## config.mk

```make
export PLATFORM = sky130hd
export DESIGN_NAME = tpu_cmd_sequencer_flat
export DESIGN_NICKNAME = d
export VERILOG_FILES = /design/src/rtl/tpu_cmd_sequencer_if.sv /design/src/rtl/tpu_cmd_sequencer.sv /design/src/flat_wrapper.sv
export SDC_FILE = /design/constraint.sdc
export NUM_CORES = 1
export LEC_CHECK = 0
export BUFFER_PORTS_ARGS = -buffer_cell sky130_fd_sc_hd__clkbuf_2
export CAP_MARGIN = 5
export CORE_MARGIN = 5
export CORE_UTILIZATION = 57
export DETAILED_ROUTE_END_ITERATION = 16
export PLACE_DENSITY = 0.8
export REMOVE_ABC_BUFFERS = 1
export SLEW_MARGIN = 20
export SYNTH_ARGS = -nofsm -noshare
export SYNTH_HDL_FRONTEND = slang
export SYNTH_SLANG_ARGS = --single-unit
```

## constraint.sdc

```tcl
create_clock -name clk -period 2.9 [get_ports clk]
set_input_delay 0.29 -clock clk [delete_from_list [all_inputs] [get_ports clk]]
set_output_delay 0.29 -clock clk [all_outputs]
set_load 0.01 [all_outputs]
```

## src/rtl/tpu_cmd_sequencer_if.sv

```systemverilog
// Signal bundle between the command sequencer, its host and the matmul wrapper.
// slave is the sequencer's own view; master is the host/wrapper side.
// Widths follow the same parameters as the sequencer and must match its instance.
interface tpu_cmd_sequencer_if #(
    parameter int ADDRESS_WIDTH = 13,
    parameter int DEPTH         = 4,
    parameter int TAG_WIDTH     = 4
);
    localparam int LVL_W = $clog2(DEPTH) + 1;

    // host command channel
    logic                     cmd_valid;
    logic                     cmd_ready;
    logic [ADDRESS_WIDTH-1:0] cmd_base_w;
    logic [ADDRESS_WIDTH-1:0] cmd_base_x;
    logic [ADDRESS_WIDTH-1:0] cmd_base_out;
    logic [TAG_WIDTH-1:0]     cmd_tag;
    // wrapper control
    logic                     start;
    logic [ADDRESS_WIDTH-1:0] base_addr_w;
    logic [ADDRESS_WIDTH-1:0] base_addr_x;
    logic [ADDRESS_WIDTH-1:0] base_addr_out;
    logic                     done;
    // completion channel and status
    logic                     cpl_valid;
    logic                     cpl_ready;
    logic [TAG_WIDTH-1:0]     cpl_tag;
    logic [31:0]              cpl_cycles;
    logic                     busy;
    logic [LVL_W-1:0]         queue_level;

    modport slave (
        input  cmd_valid, cmd_base_w, cmd_base_x, cmd_base_out, cmd_tag,
        input  done, cpl_ready,
        output cmd_ready, start, base_addr_w, base_addr_x, base_addr_out,
        output cpl_valid, cpl_tag, cpl_cycles, busy, queue_level
    );

    modport master (
        output cmd_valid, cmd_base_w, cmd_base_x, cmd_base_out, cmd_tag,
        output done, cpl_ready,
        input  cmd_ready, start, base_addr_w, base_addr_x, base_addr_out,
        input  cpl_valid, cpl_tag, cpl_cycles, busy, queue_level
    );
endinterface

```

## src/rtl/tpu_cmd_sequencer.sv

```systemverilog
// Purpose: queue matmul commands and issue them one at a time to the wrapper, returning tagged completions.
// Latency: command accepted at edge k -> start registered at edge k+2; done at edge d -> cpl_valid from edge d.
// Backpressure: cmd_ready = !full from the registered count; a pending completion blocks further issues.
// Optional build macro TPU_CMD_SEQ_PERF_EN adds the 32-bit saturating execution cycle counter.
module tpu_cmd_sequencer #(
    parameter int ADDRESS_WIDTH = 13,
    parameter int DEPTH         = 4,
    parameter int TAG_WIDTH     = 4
) (
    input  logic                clk,
    input  logic                rst_n,
    tpu_cmd_sequencer_if.slave  bus
);
    localparam int PTR_W = $clog2(DEPTH);
    localparam int LVL_W = PTR_W + 1;

    typedef struct packed {
        logic [ADDRESS_WIDTH-1:0] w;
        logic [ADDRESS_WIDTH-1:0] x;
        logic [ADDRESS_WIDTH-1:0] o;
        logic [TAG_WIDTH-1:0]     tag;
    } cmd_t;

    typedef enum logic [1:0] {ST_IDLE, ST_ISSUE, ST_WAIT} state_t;

    cmd_t                     mem_q [DEPTH];
    cmd_t                     cmd_in;
    cmd_t                     head;
    logic [PTR_W-1:0]         rd_ptr_q, rd_ptr_d, wr_ptr_q, wr_ptr_d;
    logic [LVL_W-1:0]         count_q, count_d;
    state_t                   state_q, state_d;
    logic                     start_q, start_d;
    logic [ADDRESS_WIDTH-1:0] base_w_q, base_w_d, base_x_q, base_x_d, base_o_q, base_o_d;
    logic [TAG_WIDTH-1:0]     tag_q, tag_d;
    logic [TAG_WIDTH-1:0]     cpl_tag_q, cpl_tag_d;
    logic                     cpl_valid_q, cpl_valid_d;
    logic                     cmd_ready;
    logic                     push, pop;
`ifdef TPU_CMD_SEQ_PERF_EN
    logic [31:0]              cyc_q, cyc_d;
    logic [31:0]              cpl_cycles_q, cpl_cycles_d;
`endif

    assign cmd_in    = '{w: bus.cmd_base_w, x: bus.cmd_base_x, o: bus.cmd_base_out, tag: bus.cmd_tag};
    assign head      = mem_q[rd_ptr_q];
    // Ready is derived purely from the registered count, so a pop cannot reopen a full FIFO in the same cycle.
    assign cmd_ready = (count_q != LVL_W'(DEPTH));
    assign push      = bus.cmd_valid && cmd_ready;
    // Only the ISSUE state consumes; it is entered only with a non-empty FIFO.
    assign pop       = (state_q == ST_ISSUE);

    // Next-state logic for the FIFO pointers, issue FSM and completion record.
    always_comb begin
        rd_ptr_d    = pop  ? rd_ptr_q + PTR_W'(1) : rd_ptr_q;
        wr_ptr_d    = push ? wr_ptr_q + PTR_W'(1) : wr_ptr_q;
        count_d     = count_q;
        if (push && !pop) begin
            count_d = count_q + LVL_W'(1);
        end else if (!push && pop) begin
            count_d = count_q - LVL_W'(1);
        end
        state_d     = state_q;
        start_d     = 1'b0;
        base_w_d    = base_w_q;
        base_x_d    = base_x_q;
        base_o_d    = base_o_q;
        tag_d       = tag_q;
        cpl_tag_d   = cpl_tag_q;
        cpl_valid_d = cpl_valid_q && !bus.cpl_ready;
`ifdef TPU_CMD_SEQ_PERF_EN
        cyc_d        = cyc_q;
        cpl_cycles_d = cpl_cycles_q;
`endif
        case (state_q)
            ST_IDLE: begin
                // An unaccepted completion holds off the next issue.
                if ((count_q != '0) && !cpl_valid_q) begin
                    state_d = ST_ISSUE;
                end
            end
            ST_ISSUE: begin
                start_d  = 1'b1;
                base_w_d = head.w;
                base_x_d = head.x;
                base_o_d = head.o;
                tag_d    = head.tag;
`ifdef TPU_CMD_SEQ_PERF_EN
                cyc_d    = 32'd1;
`endif
                state_d  = ST_WAIT;
            end
            ST_WAIT: begin
`ifdef TPU_CMD_SEQ_PERF_EN
                cyc_d = (cyc_q == '1) ? cyc_q : cyc_q + 32'd1;
`endif
                if (bus.done) begin
                    cpl_tag_d    = tag_q;
`ifdef TPU_CMD_SEQ_PERF_EN
                    // The reported count includes the done cycle itself.
                    cpl_cycles_d = cyc_q;
`endif
                    cpl_valid_d  = 1'b1;
                    state_d      = ST_IDLE;
                end
            end
            default: state_d = ST_IDLE;
        endcase
    end

    // Control and output registers; reset discards queued commands and any pending completion.
    always_ff @(posedge clk or negedge rst_n) begin
        if (!rst_n) begin
            rd_ptr_q     <= '0;
            wr_ptr_q     <= '0;
            count_q      <= '0;
            state_q      <= ST_IDLE;
            start_q      <= 1'b0;
            base_w_q     <= '0;
            base_x_q     <= '0;
            base_o_q     <= '0;
            tag_q        <= '0;
            cpl_tag_q    <= '0;
            cpl_valid_q  <= 1'b0;
`ifdef TPU_CMD_SEQ_PERF_EN
            cyc_q        <= '0;
            cpl_cycles_q <= '0;
`endif
        end else begin
            rd_ptr_q     <= rd_ptr_d;
            wr_ptr_q     <= wr_ptr_d;
            count_q      <= count_d;
            state_q      <= state_d;
            start_q      <= start_d;
            base_w_q     <= base_w_d;
            base_x_q     <= base_x_d;
            base_o_q     <= base_o_d;
            tag_q        <= tag_d;
            cpl_tag_q    <= cpl_tag_d;
            cpl_valid_q  <= cpl_valid_d;
`ifdef TPU_CMD_SEQ_PERF_EN
            cyc_q        <= cyc_d;
            cpl_cycles_q <= cpl_cycles_d;
`endif
        end
    end

    // Command storage; entries are only read after being written, so no reset is needed.
    always_ff @(posedge clk) begin
        if (push) begin
            mem_q[wr_ptr_q] <= cmd_in;
        end
    end

    assign bus.cmd_ready     = cmd_ready;
    assign bus.start         = start_q;
    assign bus.base_addr_w   = base_w_q;
    assign bus.base_addr_x   = base_x_q;
    assign bus.base_addr_out = base_o_q;
    assign bus.cpl_valid     = cpl_valid_q;
    assign bus.cpl_tag       = cpl_tag_q;
`ifdef TPU_CMD_SEQ_PERF_EN
    assign bus.cpl_cycles    = cpl_cycles_q;
`else
    assign bus.cpl_cycles    = 32'd0;
`endif
    assign bus.busy          = (state_q != ST_IDLE) || (count_q != '0) || cpl_valid_q;
    assign bus.queue_level   = count_q;
endmodule

```

## src/flat_wrapper.sv

```systemverilog
// flat-port wrapper written by rule: the top's interface ports become plain ports
module tpu_cmd_sequencer_flat 
#(
    parameter int ADDRESS_WIDTH = 13,
    parameter int DEPTH         = 4,
    parameter int TAG_WIDTH     = 4
)
  (clk, rst_n, bus_cmd_valid, bus_cmd_base_w, bus_cmd_base_x, bus_cmd_base_out, bus_cmd_tag, bus_done, bus_cpl_ready, bus_cmd_ready, bus_start, bus_base_addr_w, bus_base_addr_x, bus_base_addr_out, bus_cpl_valid, bus_cpl_tag, bus_cpl_cycles, bus_busy, bus_queue_level);
  tpu_cmd_sequencer_if #(.ADDRESS_WIDTH(ADDRESS_WIDTH), .DEPTH(DEPTH), .TAG_WIDTH(TAG_WIDTH)) bus_i ();
  input  logic clk;
  input  logic rst_n;
  input wire logic [$bits(bus_i.cmd_valid)-1:0] bus_cmd_valid;
  input wire logic [$bits(bus_i.cmd_base_w)-1:0] bus_cmd_base_w;
  input wire logic [$bits(bus_i.cmd_base_x)-1:0] bus_cmd_base_x;
  input wire logic [$bits(bus_i.cmd_base_out)-1:0] bus_cmd_base_out;
  input wire logic [$bits(bus_i.cmd_tag)-1:0] bus_cmd_tag;
  input wire logic [$bits(bus_i.done)-1:0] bus_done;
  input wire logic [$bits(bus_i.cpl_ready)-1:0] bus_cpl_ready;
  output wire logic [$bits(bus_i.cmd_ready)-1:0] bus_cmd_ready;
  output wire logic [$bits(bus_i.start)-1:0] bus_start;
  output wire logic [$bits(bus_i.base_addr_w)-1:0] bus_base_addr_w;
  output wire logic [$bits(bus_i.base_addr_x)-1:0] bus_base_addr_x;
  output wire logic [$bits(bus_i.base_addr_out)-1:0] bus_base_addr_out;
  output wire logic [$bits(bus_i.cpl_valid)-1:0] bus_cpl_valid;
  output wire logic [$bits(bus_i.cpl_tag)-1:0] bus_cpl_tag;
  output wire logic [$bits(bus_i.cpl_cycles)-1:0] bus_cpl_cycles;
  output wire logic [$bits(bus_i.busy)-1:0] bus_busy;
  output wire logic [$bits(bus_i.queue_level)-1:0] bus_queue_level;
  assign bus_i.cmd_valid = bus_cmd_valid;
  assign bus_i.cmd_base_w = bus_cmd_base_w;
  assign bus_i.cmd_base_x = bus_cmd_base_x;
  assign bus_i.cmd_base_out = bus_cmd_base_out;
  assign bus_i.cmd_tag = bus_cmd_tag;
  assign bus_i.done = bus_done;
  assign bus_i.cpl_ready = bus_cpl_ready;
  assign bus_cmd_ready = bus_i.cmd_ready;
  assign bus_start = bus_i.start;
  assign bus_base_addr_w = bus_i.base_addr_w;
  assign bus_base_addr_x = bus_i.base_addr_x;
  assign bus_base_addr_out = bus_i.base_addr_out;
  assign bus_cpl_valid = bus_i.cpl_valid;
  assign bus_cpl_tag = bus_i.cpl_tag;
  assign bus_cpl_cycles = bus_i.cpl_cycles;
  assign bus_busy = bus_i.busy;
  assign bus_queue_level = bus_i.queue_level;
  tpu_cmd_sequencer #(.ADDRESS_WIDTH(ADDRESS_WIDTH), .DEPTH(DEPTH), .TAG_WIDTH(TAG_WIDTH)) u_core (.clk(clk), .rst_n(rst_n), .bus(bus_i));
endmodule
```

==> impl_results.html, run 1 <==
<table>
<tr><th>Metric</th><th>Value</th></tr>
<tr><th colspan="2">Timing</th></tr>
<tr><td>Relative slew slack</td><td>42.6%</td></tr>
<tr><td>Final hold violation count</td><td>30</td></tr>
<tr><td>Setup clock skew after layout</td><td>0.0155 ns</td></tr>
<tr><td>Final count of negative-setup-slack endpoints</td><td>0</td></tr>
<tr><td>Least-Margin Pin Slew</td><td>0.861 ns</td></tr>
<tr><td>Maximum clock frequency</td><td>479 MHz</td></tr>
<tr><td>Shortest period the worst path allows</td><td>2.09 ns</td></tr>
<tr><td>Final max-slew violation count</td><td>0</td></tr>
<tr><td>Hold Worst Slack</td><td>-0.0266 ns</td></tr>
<tr><td>Unrepaired setup endpoints after global routing</td><td>no</td></tr>
<tr><td>Part of the cycle the worst path needs</td><td>72.1%</td></tr>
<tr><th colspan="2">Floorplanning</th></tr>
<tr><td>Die Outline Area</td><td>18500 µm²</td></tr>
<tr><td>Die extent in y</td><td>136 µm</td></tr>
<tr><td>Placeable core region</td><td>15700 µm²</td></tr>
<tr><td>Site Rows</td><td>46</td></tr>
<tr><td>Top-Level Pins</td><td>130</td></tr>
<tr><td>Width of the die</td><td>136 µm</td></tr>
<tr><td>Starting utilization of the core area</td><td>57.5%</td></tr>
<tr><th colspan="2">Final layout</th></tr>
<tr><td>Count of nets after finishing</td><td>663</td></tr>
<tr><td>Total area of multi-input combinational cells</td><td>2100 µm²</td></tr>
<tr><td>Register area</td><td>6620 µm²</td></tr>
<tr><td>Commonest non-fill, non-tap cell in the layout</td><td>edfxtp_1</td></tr>
<tr><td>Most frequent cells in the layout</td><td>edfxtp_1, clkbuf_2, mux2i_1, dfrtp_1, nand2_1</td></tr>
<tr><td>Layout cell share with drive strength beyond 1</td><td>30.7%</td></tr>
<tr><td>Growth of design area from synthesis to finish</td><td>14.9%</td></tr>
<tr><td>Number of filler cells placed in the layout</td><td>1046</td></tr>
<tr><td>Fraction of the core area covered by cells at the end of the flow</td><td>66.1%</td></tr>
<tr><td>Number of inserted diodes</td><td>0</td></tr>
<tr><th colspan="2">Synth</th></tr>
<tr><td>Synthesized cell area</td><td>9040 µm²</td></tr>
<tr><td>Fraction of synthesis flops using an asynchronous set or reset pin</td><td>25.2%</td></tr>
<tr><td>Number of warning messages in the yosys log</td><td>0</td></tr>
<tr><td>Number of flops mapped to enable cells by yosys</td><td>172</td></tr>
<tr><td>Post-synth cell types</td><td>29</td></tr>
<tr><td>Top flip-flop cell by instance count after synthesis</td><td>edfxtp_1</td></tr>
<tr><td>Per-instance average area after synthesis</td><td>18.0 µm²</td></tr>
<tr><td>Post-synthesis sequential element count</td><td>230</td></tr>
<tr><td>Synthesized instance count</td><td>502</td></tr>
<tr><td>Proportion of synthesized chip area in sequential cells</td><td>73.2%</td></tr>
<tr><th colspan="2">Global route</th></tr>
<tr><td>GRT met2 Usage</td><td>31.6%</td></tr>
<tr><td>GRT busiest layer</td><td>met2</td></tr>
<tr><td>GRT met3 Usage</td><td>3.37%</td></tr>
<tr><td>Total global-route track usage</td><td>18.7%</td></tr>
<tr><td>Number of antenna violations at the first check in global routing</td><td>0</td></tr>
<tr><td>Global-route wire length before repair</td><td>26700 µm</td></tr>
<tr><td>Leftover overflow at the end of global routing</td><td>0</td></tr>
<tr><td>Maximum number of pins on one net before global-route repair</td><td>59</td></tr>
<tr><td>GR met1 Demand/Resource</td><td>25.6%</td></tr>
<tr><td>Number of global-route vias before repair</td><td>4872</td></tr>
<tr><th colspan="2">Power</th></tr>
<tr><td>Leakage power</td><td>4.12 nW</td></tr>
<tr><td>Power Density</td><td>1070 nW/µm²</td></tr>
<tr><td>Worst voltage drop across the vdd grid</td><td>0.658 mV</td></tr>
<tr><td>Total power</td><td>11.1 mW</td></tr>
<tr><th colspan="2">Job</th></tr>
<tr><td>Max-cap violation count</td><td>0</td></tr>
<tr><th colspan="2">Worst setup path</th></tr>
<tr><td>Largest fanout of any net on the critical path</td><td>7</td></tr>
<tr><td>Top cell family by delay on the critical path</td><td>adder cells</td></tr>
<tr><td>Sort of element at the end of the critical path</td><td>flop</td></tr>
<tr><td>Path depth of the worst reg2reg path</td><td>8</td></tr>
<tr><td>Crit path max-delay cell type</td><td>dfrtp_1</td></tr>
<tr><td>Data required time at the worst endpoint</td><td>3.33 ns</td></tr>
<tr><td>Cells traversed along the worst timing path</td><td>nor2_1, a21boi_2, ha_1, inv_1, fa_1, xor2_1, nor2_1, xor2_1</td></tr>
<tr><td>Count of buffer and inverter cells on the critical path</td><td>1</td></tr>
<tr><td>Endpoint arrival time on the critical path</td><td>2.52 ns</td></tr>
<tr><td>Setup CP Type</td><td>reg2reg</td></tr>
<tr><td>Delay contributed by the slowest stage of the critical path</td><td>0.45 ns</td></tr>
<tr><td>Levels on crit path</td><td>8</td></tr>
<tr><td>Kind of launch point of the worst setup path</td><td>flop</td></tr>
<tr><th colspan="2">Clock tree</th></tr>
<tr><td>Clock buffer count from CTS</td><td>23</td></tr>
<tr><td>Clock slew at reported path FFs</td><td>0.06 ns</td></tr>
<tr><td>TritonCTS clock tree</td><td>yes</td></tr>
<tr><td>Clock Latency Late Sink</td><td>0.50 ns</td></tr>
<tr><td>Number of H-tree branching levels</td><td>1</td></tr>
<tr><td>Max Root-Sink Buffers</td><td>3</td></tr>
<tr><td>Number of sinks driven by the clock tree</td><td>230</td></tr>
<tr><td>CTS Root Cell</td><td>clkbuf_16</td></tr>
<tr><th colspan="2">Placement</th></tr>
<tr><td>Count of buffers from port buffering</td><td>97</td></tr>
<tr><td>Final Wtd Congestion</td><td>0.736</td></tr>
<tr><td>DP HPWL</td><td>10100 µm</td></tr>
<tr><th colspan="2">Detailed routing</th></tr>
<tr><td>Pre-Repair DR Iteration Count</td><td>5</td></tr>
<tr><td>DRC Markers</td><td>0</td></tr>
<tr><td>Post-Route WL</td><td>17100 µm</td></tr>
<tr><td>DRC marker count from the first detailed-route iteration</td><td>312</td></tr>
<tr><td>Detailed-route wire length per cell</td><td>20.3 µm</td></tr>
<tr><td>Vias</td><td>4588</td></tr>
<tr><td>Vias per cell</td><td>5.46</td></tr>
<tr><td>Count of nets left with antenna violations after detail routing</td><td>0</td></tr>
<tr><th colspan="2">Status</th></tr>
<tr><td>Run status</td><td>complete, but fails checks</td></tr>
<tr><td>Violations in the final reports</td><td>hold timing</td></tr>
<tr><th colspan="2">Min path</th></tr>
<tr><td>Class of the most critical hold timing path</td><td>in2async</td></tr>
</table>
## where the power goes
part | internal [mW] | switching [mW] | total [mW]
Clock | 1.77 | 1.17 | 2.94
Combinational | 1.30 | 1.82 | 3.11
Sequential | 4.49 | 0.520 | 5.01
## what timing repair did
action | in CTS | in global routing
buffers inserted | 0 | 0
hold buffers | 2 | 0
endpoints found under the hold margin | 2 | 0
resized for setup | 0 | 0
## path summary, 6_finish.rpt
kind	startpoint	to	slack (ns)
worst max-delay path	u_core.bus.queue_level[0]$_DFFE_PN0P_	u_core.bus.queue_level[2]$_DFFE_PN0P_	0.81
worst min-delay path	rst_n	u_core.bus.base_addr_w[9]$_DFFE_PN0P_	-0.03
worst max register to register	u_core.bus.queue_level[0]$_DFFE_PN0P_	u_core.bus.queue_level[2]$_DFFE_PN0P_	0.81
worst min register to register	u_core.bus.base_addr_w[9]$_DFFE_PN0P_	u_core.bus.base_addr_w[9]$_DFFE_PN0P_	0.49
max in group asynchronous	rst_n	u_core.rd_ptr_q[1]$_DFFE_PN0P_	2.30
min in group clk	bus_cmd_base_w[4]	u_core.mem_q[2][34]$_DFFE_PP_	0.02
## cells in the mapped netlist (3+ instances only)
cell type / number / share of area, %
buf_2: 9 / 0.50
mux2_2: 5 / 0.62
o221ai_1: 4 / 0.39
edfxtp_1: 172 / 57
buf_4: 40 / 3.3
nand2_1: 47 / 2.0
and2_1: 4 / 0.28
buf_6: 4 / 0.50
ha_1: 5 / 0.69
xnor2_1: 3 / 0.29
buf_8: 3 / 0.50
mux2i_1: 86 / 9.5
dfrtp_1: 58 / 16
inv_1: 4 / 0.17
o221ai_2: 39 / 6.5
## stage by stage
stage          instances  setup TNS (ns)  cell area [µm²]  setup slack (ns)
2_1_floorplan        477          -27.25             8720            -0.628
3_3_place_gp         798               0             9600             0.937
3_5_place_dp         798               0             9600             0.837
4_1_cts              841               0            10400             0.793
5_1_grt              841               0            10400             0.639
6_report             841               0            10400             0.810
## sequential cells by signal, summed over array words and instances (netlist names), 2 cells and up
| signal | flops |
|---|---|
| u_core.bus.base_addr_out | 13 |
| u_core.bus.base_addr_w | 13 |
| u_core.bus.base_addr_x | 13 |
| u_core.bus.cpl_tag | 4 |
| u_core.bus.queue_level | 3 |
| u_core.mem_q | 172 |
| u_core.rd_ptr_q | 2 |
| u_core.state_q | 2 |
| u_core.tag_q | 4 |
| u_core.wr_ptr_q | 2 |
## worst reg2reg max path, cell delays in order, from the launching register on
cell and delay, ns:
dfrtp_1 0.45, nor2_1 0.11, a21boi_2 0.33, ha_1 0.25
inv_1 0.06, fa_1 0.38, xor2_1 0.17, nor2_1 0.11
xor2_1 0.15
## per-layer routing
metal | part of all wire, % | vias up
met5 | 0 | -
met2 | 51 | 174
met3 | 7.0 | 21
met4 | 1.3 | 0
met1 | 41 | 2324
li1 | - | 2069
## kinds of logic after synthesis
group | synth area share (%)
DFF | 73.2
muxes | 10.3
and+or+nand+nor | 2.94
buffers and inverters | 5.03
AOI/OAI and AO/OA | 7.10
adders and majority gates | 0.914
xor gates and xnor gates | 0.485
other | 0.0415
## final cells by class
| type | count | share of cell area, % |
|---|---|---|
| inverters | 5 | 0.181 |
| clock inverters | 13 | 1.35 |
| flip-flops and latches | 230 | 63.8 |
| repair buffers | 107 | 5.93 |
| multi-input cells | 242 | 20.2 |
| clock buffers | 28 | 5.92 |
| well taps | 216 | 2.60 |
Note: power is estimated with default switching activity, not from simulation.
==> run 2: changes to the inputs <==
--- a/config.mk
+++ b/config.mk
@@ -5,10 +5,11 @@
 export SDC_FILE = /design/constraint.sdc
 export NUM_CORES = 1
 export LEC_CHECK = 0
+export ABC_AREA = 1
 export BUFFER_PORTS_ARGS = -buffer_cell sky130_fd_sc_hd__clkbuf_2
 export CAP_MARGIN = 5
 export CORE_MARGIN = 5
-export CORE_UTILIZATION = 57
+export CORE_UTILIZATION = 58
 export DETAILED_ROUTE_END_ITERATION = 16
 export PLACE_DENSITY = 0.8
 export REMOVE_ABC_BUFFERS = 1
==> constraint.sdc (replaced) <==
create_clock -name clk -period 2.19 [get_ports clk]
set_input_delay 0.219 -clock clk [delete_from_list [all_inputs] [get_ports clk]]
set_output_delay 0.219 -clock clk [all_outputs]
set_load 0.01 [all_outputs]
==> impl_results.html, run 2 <==
<table>
<tr><th>Metric</th><th>Value</th></tr>
<tr><th colspan="2">Detailed routing</th></tr>
<tr><td>Pre-Repair DR Iteration Count</td><td>4</td></tr>
<tr><td>Detailed-route wire length per cell</td><td>14.2 µm</td></tr>
<tr><td>Vias</td><td>6499</td></tr>
<tr><td>Vias per cell</td><td>4.82</td></tr>
<tr><td>Post-Route WL</td><td>19100 µm</td></tr>
<tr><td>DRC Markers</td><td>0</td></tr>
<tr><td>DRC marker count from the first detailed-route iteration</td><td>363</td></tr>
<tr><td>Count of nets left with antenna violations after detail routing</td><td>0</td></tr>
<tr><th colspan="2">Worst setup path</th></tr>
<tr><td>Origin of the critical flop-to-flop path</td><td>u_core.bus.queue_level[0]$_DFFE_PN0P_</td></tr>
<tr><td>Setup CP Type</td><td>reg2reg</td></tr>
<tr><td>Kind of launch point of the worst setup path</td><td>flop</td></tr>
<tr><td>Endpoint arrival time on the critical path</td><td>2.13 ns</td></tr>
<tr><td>Setup slack, reg-to-reg</td><td>0.45 ns</td></tr>
<tr><td>Largest fanout of any net on the critical path</td><td>5</td></tr>
<tr><td>Launch point of the worst path</td><td>u_core.bus.queue_level[0]$_DFFE_PN0P_</td></tr>
<tr><td>Termination of the worst setup path</td><td>u_core.bus.queue_level[2]$_DFFE_PN0P_</td></tr>
<tr><td>Path depth of the worst reg2reg path</td><td>10</td></tr>
<tr><td>Sort of element at the end of the critical path</td><td>flop</td></tr>
<tr><td>Data required time at the worst endpoint</td><td>2.58 ns</td></tr>
<tr><td>Endpoint of the lowest-slack register-to-register path</td><td>u_core.bus.queue_level[2]$_DFFE_PN0P_</td></tr>
<tr><th colspan="2">Final layout</th></tr>
<tr><td>Commonest non-fill, non-tap cell in the layout</td><td>nand2_1</td></tr>
<tr><td>Number of flip-flops in the largest register</td><td>172</td></tr>
<tr><td>Layout cell share with drive strength beyond 1</td><td>13.9%</td></tr>
<tr><td>Total area of multi-input combinational cells</td><td>2150 µm²</td></tr>
<tr><td>Largest Register</td><td>u_core.mem_q</td></tr>
<tr><td>Growth of design area from synthesis to finish</td><td>19.5%</td></tr>
<tr><td>Number of filler cells placed in the layout</td><td>1131</td></tr>
<tr><td>Layout Cells excl Fill</td><td>1349</td></tr>
<tr><td>Register area</td><td>6620 µm²</td></tr>
<tr><td>Number of inserted diodes</td><td>0</td></tr>
<tr><td>Count of nets after finishing</td><td>1165</td></tr>
<tr><td>Most frequent cells in the layout</td><td>nand2_1, inv_1, edfxtp_1, clkbuf_2, nand3_1</td></tr>
<tr><td>Final design instance area without fill</td><td>11700 µm²</td></tr>
<tr><th colspan="2">Clock tree</th></tr>
<tr><td>Max Root-Sink Buffers</td><td>3</td></tr>
<tr><td>Clock Latency Late Sink</td><td>0.50 ns</td></tr>
<tr><td>Clock slew at reported path FFs</td><td>0.06 ns</td></tr>
<tr><td>TritonCTS clock tree</td><td>yes</td></tr>
<tr><td>Clock buffer count from CTS</td><td>24</td></tr>
<tr><td>Number of sinks driven by the clock tree</td><td>230</td></tr>
<tr><td>CTS Root Cell</td><td>clkbuf_16</td></tr>
<tr><td>Number of H-tree branching levels</td><td>1</td></tr>
<tr><th colspan="2">Synth</th></tr>
<tr><td>Top flip-flop cell by instance count after synthesis</td><td>edfxtp_1</td></tr>
<tr><td>Largest cells by area after synthesis</td><td>edfxtp_1, dfrtp_1, nand2_1</td></tr>
<tr><td>Proportion of synthesized chip area in sequential cells</td><td>67.6%</td></tr>
<tr><td>Synthesized instance count</td><td>967</td></tr>
<tr><td>Number of warning messages in the yosys log</td><td>0</td></tr>
<tr><td>Synthesized cell area</td><td>9790 µm²</td></tr>
<tr><td>Post-synth cell types</td><td>19</td></tr>
<tr><td>Post-synthesis sequential element count</td><td>230</td></tr>
<tr><td>Area share of the leading cell type in the synthesized netlist</td><td>52.7%</td></tr>
<tr><td>Top cell types by occurrence after synthesis</td><td>nand2_1, inv_1, edfxtp_1</td></tr>
<tr><td>Per-instance average area after synthesis</td><td>10.1 µm²</td></tr>
<tr><td>Most common cell in the netlist</td><td>nand2_1</td></tr>
<tr><td>Fraction of synthesis flops using an asynchronous set or reset pin</td><td>25.2%</td></tr>
<tr><td>Area leader, netlist</td><td>edfxtp_1</td></tr>
<tr><td>Number of flops mapped to enable cells by yosys</td><td>172</td></tr>
<tr><th colspan="2">Timing</th></tr>
<tr><td>Final count of negative-setup-slack endpoints</td><td>0</td></tr>
<tr><td>Least-Margin Pin Slew</td><td>0.801 ns</td></tr>
<tr><td>Final hold violation count</td><td>0</td></tr>
<tr><td>Relative slew slack</td><td>46.6%</td></tr>
<tr><td>Part of the cycle the worst path needs</td><td>79.2%</td></tr>
<tr><td>Unrepaired setup endpoints after global routing</td><td>no</td></tr>
<tr><td>Final setup slack of the worst path</td><td>0.455 ns</td></tr>
<tr><td>Final TNS setup</td><td>0 ns</td></tr>
<tr><td>Hold Worst Slack</td><td>0.0473 ns</td></tr>
<tr><td>Setup clock skew after layout</td><td>0.00866 ns</td></tr>
<tr><td>Final max-slew violation count</td><td>0</td></tr>
<tr><td>Maximum clock frequency</td><td>576 MHz</td></tr>
<tr><td>Shortest period the worst path allows</td><td>1.74 ns</td></tr>
<tr><th colspan="2">Floorplanning</th></tr>
<tr><td>Placeable core region</td><td>16600 µm²</td></tr>
<tr><td>Width of the die</td><td>140 µm</td></tr>
<tr><td>Starting utilization of the core area</td><td>59.0%</td></tr>
<tr><td>Die extent in y</td><td>140 µm</td></tr>
<tr><td>Site Rows</td><td>47</td></tr>
<tr><td>Die Outline Area</td><td>19600 µm²</td></tr>
<tr><td>Top-Level Pins</td><td>130</td></tr>
<tr><th colspan="2">Global route</th></tr>
<tr><td>Total global-route track usage</td><td>19.6%</td></tr>
<tr><td>Number of global-route vias before repair</td><td>6505</td></tr>
<tr><td>Global-route wire length before repair</td><td>31200 µm</td></tr>
<tr><td>Leftover overflow at the end of global routing</td><td>0</td></tr>
<tr><td>Number of antenna violations at the first check in global routing</td><td>0</td></tr>
<tr><td>Maximum number of pins on one net before global-route repair</td><td>59</td></tr>
<tr><th colspan="2">Placement</th></tr>
<tr><td>DP HPWL</td><td>10700 µm</td></tr>
<tr><td>Placed inst area</td><td>10400 µm²</td></tr>
<tr><td>Worst slack at placement</td><td>0.438 ns</td></tr>
<tr><td>Final Wtd Congestion</td><td>0.725</td></tr>
<tr><td>Count of buffers from port buffering</td><td>97</td></tr>
<tr><td>Post-Place Cells</td><td>1259</td></tr>
<tr><th colspan="2">Power</th></tr>
<tr><td>Worst voltage drop across the vdd grid</td><td>0.807 mV</td></tr>
<tr><td>Leakage power</td><td>5.71 nW</td></tr>
<tr><td>Power Density</td><td>1330 nW/µm²</td></tr>
<tr><th colspan="2">Job</th></tr>
<tr><td>Max-cap violation count</td><td>0</td></tr>
<tr><th colspan="2">Status</th></tr>
<tr><td>Run status</td><td>complete, no violations</td></tr>
<tr><th colspan="2">Min path</th></tr>
<tr><td>Class of the most critical hold timing path</td><td>in2reg</td></tr>
</table>
[run 2: per-stage QoR]
step / util, % / power (mW)
6_report: 70.6 / 15.5
5_1_grt: 70.6 / 16.6
4_1_cts: 70.6 / 15.7
3_5_place_dp: 63.0 / 11.5
3_3_place_gp: 63.0 / 11.3
2_1_floorplan: - / 9.58
[run 2: how the worst min path moves through the flow]
stage / from / cells after the start / to
global placement: rst_n / 1 / u_core.bus.base_addr_out[0]$_DFFE_PN0P_
floorplan: rst_n / 0 / u_core.bus.base_addr_out[0]$_DFFE_PN0P_
global route: bus_cmd_valid / 5 / u_core.wr_ptr_q[1]$_DFFE_PN0P_
finish: bus_cmd_valid / 5 / u_core.wr_ptr_q[1]$_DFFE_PN0P_
CTS: bus_cmd_valid / 5 / u_core.wr_ptr_q[1]$_DFFE_PN0P_
detailed placement: rst_n / 1 / u_core.bus.base_addr_out[0]$_DFFE_PN0P_
[run 2: cells by family (layout without fill, tap and decap cells)]
| kind of cell | after synthesis | count (layout) | synth area share, % |
|---|---|---|---|
| and+or+nand+nor | 459 | 459 | 18.8 |
| buffers and inverters | 260 | 391 | 12.0 |
| DFF | 230 | 230 | 67.6 |
| adders and majority gates | 6 | 6 | 0.843 |
| AOI/OAI and AO/OA | 6 | 6 | 0.307 |
| xor gates and xnor gates | 5 | 5 | 0.447 |
| other | 1 | 32 | 0.0383 |
[run 2: worst max-delay path: stages, from the launching register on]
cell and delay [ns]:
dfrtp_1 0.44, nor2_1 0.07, nand2_1 0.08, nand2_1 0.07, inv_1 0.07, ha_1 0.15
inv_1 0.06, fa_1 0.38, nand2_1 0.08, nand3_1 0.08, xnor2_1 0.13
[run 2: final cells by class]
type	count	area share (%)
clock buffer	30	5.59
clock inverter	14	1.26
inverter	191	6.14
multi-input combinational	508	18.4
sequential	230	56.6
tap	220	2.35
timing repair buffer	156	9.69
[run 2: layer usage]
metal	up-vias	GRT usage [%]	part of all wire [%]
li1	3205	-	-
met1	3052	24.3	40
met2	205	35.4	51
met3	37	3.07	6.3
met4	0	6.37	2.3
met5	-	0	0
[run 2: timing repair]
| item | 4_1_cts | 5_1_grt |
|---|---|---|
| resized for setup | 0 | 0 |
| hold buffers | 46 | 0 |
| endpoints found under the hold margin | 232 | 0 |
| buffers inserted | 0 | 0 |
[run 2: where the power goes]
part           total, mW  internal (mW)  switching [mW]
Clock               4.06           2.47            1.58
Combinational       5.10           1.73            3.37
Sequential          6.37           5.93           0.443
Total               15.5           10.1            5.40
